===== src/rtl/dsp_pipe_delay.sv =====
// -----------------------------------------------------------------------------
// dsp_pipe_delay
//
// Parametrised pipeline delay line for the DSP slice datapath. Each of the DEPTH
// register stages carries a data word plus a valid bit, so consumers get
// data/valid alignment, an occupancy count of valid words in flight and a busy
// (drain) indication. DEPTH = 0 degenerates to a combinational bypass.
//
// Optional feature (compile-time macro PIPE_PARITY_EN):
//   Each stage carries an even-parity bit generated at stage 0. A sticky,
//   registered parity_err output flags a word that leaves the pipe with a
//   parity mismatch. Without the macro there are no parity bits and no
//   parity_err port; timing is identical either way.
//
// Parameters:
//   WIDTH    data width in bits (1..64)
//   DEPTH    number of register stages (0..16), 0 = combinational bypass
//   CLR_DATA 1: SCLR zeroes the data stages too; 0: SCLR clears valids only
//   CNT_W    derived internally as max(1, clog2(DEPTH+1))
//
// Ports:
//   CLK        in   rising-edge clock
//   RST        in   asynchronous reset, active-high
//   CE         in   clock enable; 0 freezes stages, valids and occ
//   SCLR       in   synchronous clear, active-high, only honoured with CE=1
//   in_valid   in   input qualifier
//   in_data    in   input word [WIDTH]
//   out_valid  out  valid bit of the last stage
//   out_data   out  data of the last stage [WIDTH]
//   occ        out  number of stages holding a valid word [CNT_W]
//   busy       out  occ != 0
//   parity_err out  sticky parity error (PIPE_PARITY_EN only)
// -----------------------------------------------------------------------------
module dsp_pipe_delay #(
    parameter int WIDTH    = 48,
    parameter int DEPTH    = 2,
    parameter int CLR_DATA = 1
) (
    input  logic                                              CLK,
    input  logic                                              RST,
    input  logic                                              CE,
    input  logic                                              SCLR,
    input  logic                                              in_valid,
    input  logic [WIDTH-1:0]                                  in_data,
    output logic                                              out_valid,
    output logic [WIDTH-1:0]                                  out_data,
    output logic [((DEPTH < 1) ? 1 : $clog2(DEPTH + 1))-1:0]  occ,
    output logic                                              busy
`ifdef PIPE_PARITY_EN
    ,
    output logic                                              parity_err
`endif
);

    localparam int CNT_W = (DEPTH < 1) ? 1 : $clog2(DEPTH + 1);

`ifdef PIPE_PARITY_EN
    // Even parity: the returned bit makes the total count of ones even.
    function automatic logic even_par_f(input logic [WIDTH-1:0] d);
        return ^d;
    endfunction
`endif

    if (DEPTH == 0) begin : g_bypass

        // Pure wire-through; control inputs have no effect on the data path.
        assign out_data  = in_data;
        assign out_valid = in_valid;
        assign occ       = {CNT_W{1'b0}};
        assign busy      = 1'b0;
`ifdef PIPE_PARITY_EN
        assign parity_err = 1'b0;
`endif
        // Control inputs are intentionally ignored in the bypass configuration.
        logic unused_ctrl_s;
        assign unused_ctrl_s = ^{CLK, RST, CE, SCLR};

    end else begin : g_pipe

        // Stage DEPTH-1 is the output stage.
        logic [WIDTH-1:0] data_r      [DEPTH];
        logic [WIDTH-1:0] data_nxt_s  [DEPTH];
        logic [DEPTH-1:0] valid_r;
        logic [DEPTH-1:0] valid_nxt_s;
        logic [CNT_W-1:0] occ_r;
        logic [CNT_W-1:0] occ_nxt_s;
        logic             clr_data_s;

        assign clr_data_s = SCLR && (CLR_DATA != 0);

        // Next-state of the shift chain: normal shift, or clear on SCLR.
        always_comb begin
            data_nxt_s[0] = clr_data_s ? {WIDTH{1'b0}} : in_data;
            for (int k = 1; k < DEPTH; k++) begin
                data_nxt_s[k] = clr_data_s ? {WIDTH{1'b0}} : data_r[k-1];
            end

            // The word presented on an SCLR edge is discarded (valid forced 0).
            valid_nxt_s[0] = SCLR ? 1'b0 : in_valid;
            for (int k = 1; k < DEPTH; k++) begin
                valid_nxt_s[k] = SCLR ? 1'b0 : valid_r[k-1];
            end

            // Occupancy tracks entries minus exits; since it mirrors the count
            // of set valid bits it is bounded to 0..DEPTH by construction.
            occ_nxt_s = SCLR ? {CNT_W{1'b0}}
                             : (occ_r + CNT_W'(in_valid) - CNT_W'(valid_r[DEPTH-1]));
        end

        // Stage, valid and occupancy registers; CE=0 holds everything.
        always_ff @(posedge CLK or posedge RST) begin
            if (RST) begin
                for (int k = 0; k < DEPTH; k++) begin
                    data_r[k] <= {WIDTH{1'b0}};
                end
                valid_r <= {DEPTH{1'b0}};
                occ_r   <= {CNT_W{1'b0}};
            end else if (CE) begin
                for (int k = 0; k < DEPTH; k++) begin
                    data_r[k] <= data_nxt_s[k];
                end
                valid_r <= valid_nxt_s;
                occ_r   <= occ_nxt_s;
            end else begin
                valid_r <= valid_r;
                occ_r   <= occ_r;
            end
        end

        assign out_data  = data_r[DEPTH-1];
        assign out_valid = valid_r[DEPTH-1];
        assign occ       = occ_r;
        assign busy      = (occ_r != {CNT_W{1'b0}});

`ifdef PIPE_PARITY_EN
        logic [DEPTH-1:0] par_r;
        logic [DEPTH-1:0] par_nxt_s;
        logic             par_flip_s;
        logic             par_mismatch_s;
        logic             parity_err_r;

        // Fault-injection hook for verification: normally tied low, a bench
        // may force it to corrupt the parity bit captured in stage 0.
        assign par_flip_s = 1'b0;

        // Parity chain follows the data chain, including the SCLR data clear.
        always_comb begin
            par_nxt_s[0] = clr_data_s ? 1'b0 : (even_par_f(in_data) ^ par_flip_s);
            for (int k = 1; k < DEPTH; k++) begin
                par_nxt_s[k] = clr_data_s ? 1'b0 : par_r[k-1];
            end
        end

        // Parity bit registers.
        always_ff @(posedge CLK or posedge RST) begin
            if (RST) begin
                par_r <= {DEPTH{1'b0}};
            end else if (CE) begin
                par_r <= par_nxt_s;
            end else begin
                par_r <= par_r;
            end
        end

        assign par_mismatch_s = valid_r[DEPTH-1]
                              && (even_par_f(data_r[DEPTH-1]) != par_r[DEPTH-1]);

        // Sticky error flag; SCLR clear wins over a same-edge detection.
        always_ff @(posedge CLK or posedge RST) begin
            if (RST) begin
                parity_err_r <= 1'b0;
            end else if (CE) begin
                if (SCLR) begin
                    parity_err_r <= 1'b0;
                end else if (par_mismatch_s) begin
                    parity_err_r <= 1'b1;
                end else begin
                    parity_err_r <= parity_err_r;
                end
            end else begin
                parity_err_r <= parity_err_r;
            end
        end

        assign parity_err = parity_err_r;
`endif

    end

endmodule


===== config.mk =====
export PLATFORM = sky130hd
export DESIGN_NAME = dsp_pipe_delay
export DESIGN_NICKNAME = d
export VERILOG_FILES = /design/src/rtl/dsp_pipe_delay.sv
export SDC_FILE = /design/constraint.sdc
export NUM_CORES = 1
export LEC_CHECK = 0
export CAP_MARGIN = 40
export CORE_ASPECT_RATIO = 1.4
export CORE_MARGIN = 5
export CORE_UTILIZATION = 50
export CTS_CLUSTER_DIAMETER = 50
export DETAILED_ROUTE_END_ITERATION = 10
export HOLD_SLACK_MARGIN = 0.05
export PLACE_DENSITY_LB_ADDON = 0.2
export SKIP_LAST_GASP = 1
export SYNTH_ARGS = -nofsm -noshare
export SYNTH_HDL_FRONTEND = slang
export SYNTH_SLANG_ARGS = --single-unit

===== constraint.sdc =====
create_clock -name CLK -period 6.4 [get_ports CLK]
set_input_delay 1.92 -clock CLK [delete_from_list [all_inputs] [get_ports CLK]]
set_output_delay 1.92 -clock CLK [all_outputs]
set_load 0.03 [all_outputs]

==> out/qor.csv, run 1 <==
stage,metric,value,unit
route,drt-wirelength-per-cell,12.8,µm
setup_path,startpoint,occ[1]$_DFFE_PP0P_,
route,num_vias,2958,
setup_path,cp-endpoint,busy,
sta,setup_viol,0,
setup_path,reg2regPathDepth,6,
finish,area_growth,21.7,%
setup_path,worst_r2r_startpoint,occ[0]$_DFFE_PP0P_,
placed_design,dp.cells,620,
finish,drive_gt1_frac,0.0377,
sta,max_freq,0.290,GHz
route,first_iter_violations,129,
global_routing,grt_overflow_total,0,
job,cap_violations,0,
synth,synthDominantCellAreaShare,0.570,
setup_path,cp_max_fo,3,
global_routing,grt_first_pass_wirelength,13700,µm
synth,ys_seq_elements,100,
setup_path,rr_endpoint,occ[1]$_DFFE_PP0P_,
sta,period_needed,3450,ps
floorplan,core-area,8560,µm²
clock_network,cts.sinks,100,
sta,final-hold-violation-count,0,
floorplan,die_area,10800,µm²
setup_path,crit_arrival,1530,ps
global_routing,grt_pass1_vias,2996,
power,ir_drop,0.189,mV
setup_path,critPathKind,reg2out,
floorplan,die_y,121,µm
finish,layout_common_cells,"clkdlybuf4s50_1, inv_1, nand2_1, dfrtp_1, o22ai_1",
synth,syn_area,4390,µm²
floorplan,rows,40,
setup_path,required,4480,ps
setup_path,endpoint_kind,primary output,
synth,synthCells,482,
synth,synth_nets,537,
status,status,completed,
floorplan,initial_core_util,0.513,
route,firstDrtPassIters,4,
clock_network,tritoncts,done,
synth,synth_seq_area_share,0.570,
clock_network,clk_pin_slew,60,ps
floorplan,die_width,89.2,µm
sta,layout_worst_path_cycle_share,0.539,
placed_design,routabilityCongestion,0.729,
synth,synthTopCellsByArea,"dfrtp_1, inv_1, nand2_1",
route,routed_wirelength,8140,µm
finish,diodes,0,
sta,worst_pin_slew,789,ps
finish,nets,581,
setup_path,worstSetupStartpointType,register,
clock_network,root_buffer,clkbuf_16,
clock_network,numCtsBuffers,9,
finish,final_cells,635,
global_routing,grt_max_degree,80,
synth,syn_avg_cell_area,9.10,µm²
route,antenna_left,0,
placed_design,io_buffers,104,
clock_network,post-cts-setup-buffer-count,0,
placed_design,dpl.hpwl,5480,µm
clock_network,cts_max_level,3,
synth,yosys_warnings,0,
clock_network,cts_buffer_depth,2,
setup_path,regToRegSetupSlack,4890,ps
sta,timing.final.max_slew_violations,0,
route,drc,0,
clock_network,cts.hold.buffers_added,0,
global_routing,antenna_found_initial,0,
sta,fin_skew,3.69,ps
sta,grt_setup_unrepaired,false,
worst_hold_path,worstHoldPathType,reg2reg,
synth,yosysUniqueCellTypes,17,
global_routing,track_usage,0.162,
power,p_leak,2.37,nW
floorplan,ios,105,
sta,tns,0,ps
synth,yosysTopAreaCell,dfrtp_1,
clock_network,cts_resized,0,
route,viasPerCell,4.66,
clock_network,clk_latency,330,ps
finish,fillers,706,
power,power.density,270,nW/µm²
sta,slew_headroom,0.474,
finish,final_common_cell,clkdlybuf4s50_1,
## worst max-delay path, stage by stage, from the launching register on
cell and delay, ps:
dfrtp_1 390, inv_1 90, nand2_1 60, clkdlybuf4s50_1 660
## logic make-up (layout without fill, tap and decap cells)
logic type / after synthesis / in the layout / synth area share
adders and majority gates: 2 / 2 / 0.00570
DFF: 100 / 100 / 0.570
and+or+nand+nor: 103 / 103 / 0.0898
AOI/OAI and AO/OA: 100 / 100 / 0.126
buffers and inverters: 176 / 224 / 0.206
xor gates and xnor gates: 1 / 1 / 0.00200
## where the power goes
group | switching, W | internal, W | leakage (nW)
Clock | 0.000211 | 0.000281 | 0.135
Combinational | 0.000140 | 0.000105 | 0.908
Sequential | 0.0000265 | 0.000681 | 1.33
## synthesized netlist by cell type
| master | n |
|---|---|
| xor2_1 | 1 |
| o22ai_1 | 38 |
| o311ai_0 | 1 |
| dfrtp_1 | 100 |
| nand2b_1 | 1 |
| nand2_1 | 100 |
| buf_6 | 7 |
| and2b_1 | 1 |
| o21ai_1 | 26 |
| o21ai_0 | 35 |
| inv_1 | 102 |
| nand3_1 | 1 |
| ha_1 | 2 |
| buf_2 | 6 |
| clkbuf_1 | 10 |
| buf_1 | 2 |
| buf_4 | 49 |
## metrics by stage
step	total power [W]	area, µm²	util	setup slack [ps]	hold slack, ps
detailed placement	0.000966	5070	0.592	2710	482
global placement	0.000959	5050	0.590	2630	466
CTS	0.00146	5340	0.624	2930	495
finish	0.00144	5340	0.624	2950	491
floorplan	0.000887	4390	-	1860	454
global route	0.00152	5340	0.624	2880	513
## sequential cells by signal, indices dropped and copies added (netlist names)
name,flops
g_pipe.data_r,48
g_pipe.valid_r,2
occ,2
out_data,48
## cell type report
type	count	area, µm²	area share
sequential	100	2500	0.469
tap	105	131	0.0246
inverter	102	385	0.0722
multi-input combinational	206	981	0.184
clock buffer	13	260	0.0487
clock inverter	2	10.0	0.00187
timing repair buffer	107	1070	0.200
## worst min path at each step
stage                                              from                       endpoint  cells past startpoint
after floorplan           g_pipe.valid_r[0]$_DFFE_PP0P_  g_pipe.valid_r[1]$_DFFE_PP0P_                      2
after global placement    g_pipe.data_r[86]$_DFFE_PP0P_       out_data[38]$_DFFE_PP0P_                      2
after detailed placement  g_pipe.data_r[94]$_DFFE_PP0P_       out_data[46]$_DFFE_PP0P_                      2
after CTS                 g_pipe.data_r[94]$_DFFE_PP0P_       out_data[46]$_DFFE_PP0P_                      2
after global routing      g_pipe.data_r[89]$_DFFE_PP0P_       out_data[41]$_DFFE_PP0P_                      2
final                     g_pipe.data_r[94]$_DFFE_PP0P_       out_data[46]$_DFFE_PP0P_                      2
## layer usage
layer	routed length, µm	global-route usage	vias to the layer above
met5	0	0	-
met4	153	0.0568	0
met3	519	0.0484	11
met2	3900	0.260	78
met1	3570	0.204	1352
li1	-	-	1517
Note: power is estimated with default switching activity, not from simulation.
==> inputs of run 2 (changes only) <==
Clock period 6.4 ns to 3.41 ns, I/O delays scaled along.
==> out/qor.csv, run 2 (synthesized netlist as in run 1, its figures left out) <==
stage,metric,value,unit
route,routed_wirelength,8340,µm
finish,diodes,0,
setup_path,crit_arrival,1520,ps
setup_path,endpoint_kind,primary output,
clock_network,numCtsBuffers,9,
global_routing,grt_use_met2,0.249,
global_routing,grt_overflow_total,0,
global_routing,top_usage_layer,met2,
global_routing,use_met3,0.0627,
floorplan,core-area,8560,µm²
sta,tns,0,ps
status,status,completed,
power,p_leak,2.38,nW
placed_design,pre_cts_slack,890,ps
clock_network,tritoncts,done,
route,antenna_left,0,
setup_path,cp_max_fo,3,
global_routing,grtUsageMet1,0.228,
route,drt-wirelength-per-cell,13.1,µm
sta,final-hold-violation-count,0,
sta,setup_viol,0,
clock_network,clk_latency,330,ps
clock_network,cts_resized,0,
floorplan,initial_core_util,0.513,
sta,holdWs,492,ps
placed_design,routabilityCongestion,0.755,
sta,fin_skew,5.00,ps
power,p_total,0.00277,W
route,first_iter_violations,144,
finish,drive_gt1_frac,0.0395,
job,cap_violations,0,
sta,max_freq,0.393,GHz
global_routing,antenna_found_initial,0,
global_routing,track_usage,0.167,
setup_path,required,2390,ps
worst_hold_path,worstHoldPathType,reg2reg,
clock_network,post-cts-setup-buffer-count,0,
placed_design,io_buffers,104,
sta,grt_setup_unrepaired,false,
sta,layout_setup_ws,869,ps
floorplan,die_y,121,µm
clock_network,cts.hold.buffers_added,0,
sta,layout_worst_path_cycle_share,0.745,
finish,final_common_cell,clkdlybuf4s50_1,
sta,period_needed,2540,ps
setup_path,worstSetupStartpointType,register,
power,ir_drop,0.396,mV
placed_design,dpl.hpwl,5600,µm
clock_network,clk_pin_slew,60,ps
clock_network,cts.sinks,100,
finish,area_growth,22.7,%
clock_network,root_buffer,clkbuf_16,
finish,nets,583,
sta,timing.final.max_slew_violations,0,
floorplan,rows,40,
setup_path,critPathKind,reg2out,
global_routing,grt_first_pass_wirelength,14000,µm
sta,slew_headroom,0.647,
clock_network,cts_buffer_depth,2,
floorplan,die_width,89.2,µm
clock_network,cts_max_level,3,
sta,worst_pin_slew,530,ps
global_routing,grt_max_degree,101,
finish,fillers,743,
route,drc,0,
route,num_vias,2969,
power,power.density,515,nW/µm²
global_routing,grt_pass1_vias,2897,
route,viasPerCell,4.66,
route,firstDrtPassIters,4,
floorplan,ios,105,
floorplan,die_area,10800,µm²
finish,layout_common_cells,"clkdlybuf4s50_1, inv_1, nand2_1, dfrtp_1, o22ai_1",
==> run 2: cell count changes in the layout (fill, tap and decap cells not counted), sizes merged <==
cell / before / now
inv: 102 / 101
clkinv: 2 / 1
clkinvlp: 0 / 1
buf: 5 / 7
bufinv: 0 / 1
==> run 2: final cells by class <==
| type | count | area (µm²) | share of cell area |
|---|---|---|---|
| tap | 105 | 131 | 0.0244 |
| clock buffer | 13 | 250 | 0.0465 |
| timing repair buffer | 109 | 1100 | 0.204 |
| multi-input combinational | 206 | 981 | 0.182 |
| inverter | 102 | 387 | 0.0718 |
| sequential | 100 | 2500 | 0.465 |
| clock inverter | 2 | 35.0 | 0.00651 |
==> run 2: worst max-delay path, cell delays in order, from the launching register on <==
cell and delay, ps:
dfrtp_1 380, inv_1 80, nand2_1 60, clkdlybuf4s50_1 660
==> run 2: report_power, final <==
part           switching (W)  internal, W
Combinational       0.000262     0.000200
Clock               0.000398     0.000584
Sequential         0.0000508      0.00128
==> run 2: per-layer routing <==
layer	wire length, µm	share of wire	vias to the layer above
met4	91	0.011	0
met1	3630	0.44	1353
met3	614	0.074	10
met2	4000	0.48	85
li1	-	-	1521
met5	0	0	-
==> run 2: path summary, 6_finish.rpt <==
path                                          startpoint                       endpoint  slack (ps)  depth (start not counted)
setup reg to reg                      occ[0]$_DFFE_PP0P_             occ[1]$_DFFE_PP0P_        1970                          6
hold reg to reg            g_pipe.valid_r[0]$_DFFE_PP0P_  g_pipe.valid_r[1]$_DFFE_PP0P_         490                          2
hold / removal             g_pipe.valid_r[0]$_DFFE_PP0P_  g_pipe.valid_r[1]$_DFFE_PP0P_         490                          2
max in group asynchronous                            RST       out_data[30]$_DFFE_PP0P_        1820                          3
min in group asynchronous                            RST  g_pipe.data_r[94]$_DFFE_PP0P_        1180                          3
setup / recovery                      occ[1]$_DFFE_PP0P_                           busy         870                          3
==> run 2: metrics by stage <==
| step | cell area [µm²] | utilization | instances |
|---|---|---|---|
| floorplan | 4390 | - | 482 |
| global placement | 5100 | 0.596 | 622 |
| detailed placement | 5100 | 0.596 | 622 |
| CTS | 5380 | 0.629 | 637 |
| global route | 5380 | 0.629 | 637 |
| finish | 5380 | 0.629 | 637 |
